--- src/rtl/stop_watch_pkg.sv ---
// stop_watch_pkg: shared stopwatch constants and the {min,sec,cs} BCD time type
package stop_watch_pkg;
    localparam logic [1:0] ST_ZERO     = 2'd0;
    localparam logic [1:0] ST_COUNTING = 2'd1;
    localparam logic [1:0] ST_STOP     = 2'd2;
    localparam int CS_MAX  = 99;
    localparam int SEC_MAX = 59;
    localparam int MIN_MAX = 59;
    typedef struct packed {
        logic [7:0] min;
        logic [7:0] sec;
        logic [7:0] cs;
    } time_t;
endpackage

--- src/rtl/stop_watch_counter_bcd_digit_pair.sv ---
// bcd_digit_pair: two-digit BCD counter 00..{MAX_TENS,MAX_UNITS}; clk/rst_n, inc/clr in, value/carry out
module bcd_digit_pair
    import stop_watch_pkg::*;
#(
    parameter int MAX_TENS  = CS_MAX / 10,
    parameter int MAX_UNITS = CS_MAX % 10
) (
    input  logic       clk,
    input  logic       rst_n,
    input  logic       inc,
    input  logic       clr,
    output logic [7:0] value,
    output logic       carry
);
    logic [7:0] value_q, value_d;
    logic       at_max;
    assign at_max = value_q == {4'(MAX_TENS), 4'(MAX_UNITS)};
    assign carry  = inc & ~clr & at_max;
    assign value  = value_q;
    always_comb begin
        value_d = clr               ? 8'h00 :
                  !inc              ? value_q :
                  at_max            ? 8'h00 :
                  value_q[3:0] == 9 ? {value_q[7:4] + 4'd1, 4'd0} :
                                      {value_q[7:4], value_q[3:0] + 4'd1};
    end
    always_ff @(posedge clk or negedge rst_n) begin
        if (!rst_n) value_q <= '0;
        else        value_q <= value_d;
    end
endmodule

--- src/rtl/stop_watch_counter.sv ---
// stop_watch_counter: 10 ms prescaler + BCD mm:ss.cc counter with lap-hold display
//   in : i_clk_h, i_sys_rst_l (async, low), i_watch_running_h, i_watch_rst_h, i_lap_h
//   out: o_tick_h, o_cs_bcd, o_sec_bcd, o_min_bcd, o_disp_bcd, o_lap_hold_h, o_wrap_h
module stop_watch_counter
    import stop_watch_pkg::*;
#(
    parameter int CLK_HZ  = 1000000,
    parameter int TICK_HZ = 100
) (
    input  logic        i_clk_h,
    input  logic        i_sys_rst_l,
    input  logic        i_watch_running_h,
    input  logic        i_watch_rst_h,
    input  logic        i_lap_h,
    output logic        o_tick_h,
    output logic [7:0]  o_cs_bcd,
    output logic [7:0]  o_sec_bcd,
    output logic [7:0]  o_min_bcd,
    output logic [23:0] o_disp_bcd,
    output logic        o_lap_hold_h,
    output logic        o_wrap_h
);
    localparam int DIV   = CLK_HZ / TICK_HZ;
    localparam int DIV_W = $clog2(DIV);
    logic [DIV_W-1:0] presc_q, presc_d;
    logic             tick_q, tick_d, wrap_q, lap_q, lap_d;
    time_t            disp_q, disp_d, live;
    logic             cs_carry, sec_carry, min_carry;
    assign tick_d = !i_watch_rst_h && i_watch_running_h && presc_q == DIV_W'(DIV - 1);
    assign live   = {o_min_bcd, o_sec_bcd, o_cs_bcd};
    always_comb begin
        presc_d = i_watch_rst_h      ? '0 :
                  !i_watch_running_h ? presc_q :
                  tick_d             ? '0 : presc_q + 1'b1;
        lap_d   = !i_watch_rst_h && (lap_q ^ i_lap_h);
        // holding and no toggle keeps the frozen value; otherwise sample the pre-edge live time
        disp_d  = i_watch_rst_h        ? '0 :
                  lap_q && !i_lap_h    ? disp_q : live;
    end
    bcd_digit_pair #(.MAX_TENS(CS_MAX / 10), .MAX_UNITS(CS_MAX % 10)) u_cs (
        .clk(i_clk_h), .rst_n(i_sys_rst_l), .inc(tick_d), .clr(i_watch_rst_h),
        .value(o_cs_bcd), .carry(cs_carry)
    );
    bcd_digit_pair #(.MAX_TENS(SEC_MAX / 10), .MAX_UNITS(SEC_MAX % 10)) u_sec (
        .clk(i_clk_h), .rst_n(i_sys_rst_l), .inc(cs_carry), .clr(i_watch_rst_h),
        .value(o_sec_bcd), .carry(sec_carry)
    );
    bcd_digit_pair #(.MAX_TENS(MIN_MAX / 10), .MAX_UNITS(MIN_MAX % 10)) u_min (
        .clk(i_clk_h), .rst_n(i_sys_rst_l), .inc(sec_carry), .clr(i_watch_rst_h),
        .value(o_min_bcd), .carry(min_carry)
    );
    always_ff @(posedge i_clk_h or negedge i_sys_rst_l) begin
        if (!i_sys_rst_l) begin
            presc_q <= '0;
            tick_q  <= 1'b0;
            wrap_q  <= 1'b0;
            lap_q   <= 1'b0;
            disp_q  <= '0;
        end else begin
            presc_q <= presc_d;
            tick_q  <= tick_d;
            wrap_q  <= min_carry;
            lap_q   <= lap_d;
            disp_q  <= disp_d;
        end
    end
    assign o_tick_h     = tick_q;
    assign o_wrap_h     = wrap_q;
    assign o_lap_hold_h = lap_q;
    assign o_disp_bcd   = disp_q;
endmodule

--- config.mk ---
export PLATFORM = sky130hd
export DESIGN_NAME = stop_watch_counter
export DESIGN_NICKNAME = d
export VERILOG_FILES = /design/src/rtl/stop_watch_pkg.sv /design/src/rtl/stop_watch_counter_bcd_digit_pair.sv /design/src/rtl/stop_watch_counter.sv
export SDC_FILE = /design/constraint.sdc
export NUM_CORES = 1
export LEC_CHECK = 0
export CORE_UTILIZATION = 48
export DETAILED_ROUTE_END_ITERATION = 8
export PLACE_DENSITY = 0.77
export SLEW_MARGIN = 0
export SYNTH_ARGS = -nofsm -noshare
export SYNTH_HDL_FRONTEND = slang
export SYNTH_SLANG_ARGS = --single-unit
--- constraint.sdc ---
create_clock -name i_clk_h -period 2.3 [get_ports i_clk_h]
set_input_delay 0.23 -clock i_clk_h [delete_from_list [all_inputs] [get_ports i_clk_h]]
set_output_delay 0.23 -clock i_clk_h [all_outputs]
set_load 0.005 [all_outputs]
==> metrics <==
worst r2r path cells=6; Fin. Hold Viols=0; Diodes inserted=0; WHS=0.432 ns; Post-Route WL=7.86 mm; post-synth top area cell=dfrtp_1; run status=finished, violations left; dpl cells=493; synthesized net count=362; uppermost layer routed=met4; Seq cells post-synth=65; reg2reg setup slack=-0.08 ns; vias in the first global route=2767; CTS clock-pin slew for the worst setup and hold paths=0.07 ns; crit-path max FO=17; Lkg Pwr=1.84 nW; XOR/XNOR share of the synthesized area=0.0207; reg2reg start=presc_q[11]; skew final=0.00732 ns; Syn Inst Count=343; Setup crit end kind=flop; FF-to-FF End=u_cs.value[0]; Die Y=85.9 um; pin count of the biggest net entering global routing=66; Congestion Overflow GR=0; sequential-to-total area share from yosys stat=0.481; Post-synth EDFFs=0; Via density=5.56; RSZ-0062 raised after global routing=true; worst setup margin=-0.0821 ns; Synth Area per Inst=9.86 um^2; DP Worst Slack=-0.112 ns; number of buffers created by CTS=9; CP arrival=2.65 ns; DR pass1 iterations=4; Synth Area in Adders=0.0518; worst slew pin tran=0.678 ns; boundary pin count=56; die area=7390 um^2; Rel. slew slack=0.548; wire length on met2=3.99 mm; synth top area cells=dfrtp_1 (48%), mux2i_1 (7.4%), ha_1 (5.2%); core area=6790 um^2; Synth Area in Simple Gates=0.223; final-stage net count=430; row cnt=30; fin crit period=2.38 ns; Max VDD drop=300 uV; IO Port Bufs=55; Initial DRC Count=213; Async SR Flop Fraction=1.00; main combinational cell family by area after synthesis=simple AND/OR/NAND/NOR gates; Req. time, crit path=2.57 ns; drt drc=0; overall power=2.13 mW; Post-synth top flop=dfrtp_1; post-synthesis compound-gate area fraction=0.101; die width=85.9 um; Ys Warns=0; initial antenna violation count=0; Clock Sink Count=65; Initial Util=0.498; gr usage total=0.221; Synth cell types=41; Post-Synthesis Cell Area=3380 um^2; fin cells=512; failing checks=setup timing; clock insertion delay at the later pin of the skew report=0.34 ns; final slew viol count=0; routed wl met3=213 um; routed len/inst=15.4 um; highest clock rate=0.420 GHz; GPL Wtd Cong=0.863; endpoints failing setup=10; Final period util=1.04; routed metal-1 wirelength=3.47 mm; hold crit path type=in -> async; TNS Setup=-0.597 ns; P per Cell Area=481 nW/um^2; CTS tree=done; H-Tree Depth=3; clk buf depth=2; Root Buffer=clkbuf_8; Max-Cap Viols=0; DP HPWL=5.03 mm; critical path launch point type=flop; total number of vias=2847; area grow syn2layout=30.8%; first-pass GRT wire length=12.7 mm; Routed Antenna Nets=0; multiplexer share of the synthesized area=0.0740; Synth top area share=0.481; critical path type=reg -> reg; share of layout cells above drive strength 1=0.139
[cells in the mapped netlist (all sizes together), types with 3 or more instances]
cell type / n
o21ai: 14
buf: 8
clkbuf: 17
or4b: 3
and3b: 6
xor2: 6
or4: 12
mux2i: 25
o31ai: 10
nand3: 12
ha: 14
inv: 13
nand2b: 7
nor2: 46
dfrtp: 65
nand3b: 5
and2: 3
nand4: 16
a21oi: 26
or3: 4
nand2: 7
[how the worst max path moves through the flow]
stage | depth (start not counted) | from | to | slack (ns)
6_report | 6 | presc_q[11] | u_cs.value[0] | -0.08
3_3_place_gp | 5 | presc_q[7] | u_sec.value[7] | -0.05
5_1_grt | 5 | presc_q[11] | u_sec.value[7] | -0.12
4_1_cts | 5 | presc_q[7] | u_min.value[7] | -0.08
2_1_floorplan | 6 | presc_q[7] | u_cs.value[5] | -0.04
3_5_place_dp | 5 | presc_q[11] | u_min.value[7] | -0.11
[cells in the final DEF, fill, tap and decap left out, drive strengths merged, types with 3 or more instances in the layout]
| cell type | count |
|---|---|
| clkdlybuf4s50 | 53 |
| and3b | 6 |
| or3 | 4 |
| and2 | 3 |
| nand3 | 12 |
| ha | 14 |
| inv | 13 |
| mux2i | 25 |
| nand3b | 5 |
| or4 | 12 |
| dfrtp | 65 |
| nor2 | 46 |
| or4b | 3 |
| o31ai | 10 |
| buf | 27 |
| a21oi | 26 |
| nand4 | 16 |
| xor2 | 6 |
| nand2 | 7 |
| clkinv | 3 |
| nand2b | 7 |
| clkbuf | 14 |
| o21ai | 14 |
[flip-flops by register name, summed over array words and instances, names as in the netlist]
name	flops
u_sec.value	8
o_lap_hold_h	1
o_disp_bcd	24
presc_q	14
u_cs.value	8
o_tick_h	1
o_wrap_h	1
u_min.value	8
[area by class of cell]
cell class | instances | area, um^2
multi-input cells | 240 | 1670
clock buffers | 13 | 159
clock inverters | 3 | 15.0
flip-flops and latches | 65 | 1630
fillers | 550 | 2370
inverters | 13 | 48.8
repair buffers | 82 | 788
well taps | 96 | 120
[what timing repair did]
item,CTS,global route
pin swaps,1,2
gates cloned,0,1
hold buffers,1,0
endpoints found under the setup margin,14,32
resized for setup,4,15
buffers inserted,0,1
endpoints found under the hold margin,65,0
[worst max-delay path, stage by stage, from the launching register on]
cell,delay [ns]
dfrtp_1,0.38
or4b_4,0.51
or4_4,0.57
buf_4,0.17
clkbuf_16,0.17
or3_4,0.37
a21oi_2,0.14
[routing by layer]
| metal | track usage | vias up |
|---|---|---|
| met5 | 0 | - |
| met4 | 0.126 | 0 |
| met3 | 0.0327 | 17 |
| met2 | 0.371 | 67 |
| met1 | 0.271 | 1396 |
| li1 | - | 1367 |
[stage by stage]
| stage | utilization | cell area (um^2) |
|---|---|---|
| 3_5_place_dp | 0.607 | 4120 |
| 2_1_floorplan | - | 3390 |
| 5_1_grt | 0.651 | 4420 |
| 6_report | 0.651 | 4420 |
| 3_3_place_gp | 0.607 | 4120 |
| 4_1_cts | 0.636 | 4320 |
[where the power goes]
| part | internal (mW) | total, mW | switching [mW] |
|---|---|---|---|
| logic | 0.0369 | 0.108 | 0.0708 |
| clock network | 0.445 | 0.872 | 0.426 |
| registers | 1.15 | 1.15 | 0.00271 |
| total | 1.63 | 2.13 | 0.500 |
[logic make-up (layout without fill, tap and decap cells)]
kind of cell	Yosys count	count (layout)
compound gates	58	58
fa+ha+maj	14	14
buf+inv	38	111
xor+xnor	8	8
flops	65	65
simple gates	135	135
mux	25	25
Power figures use the tool's default switching activity.
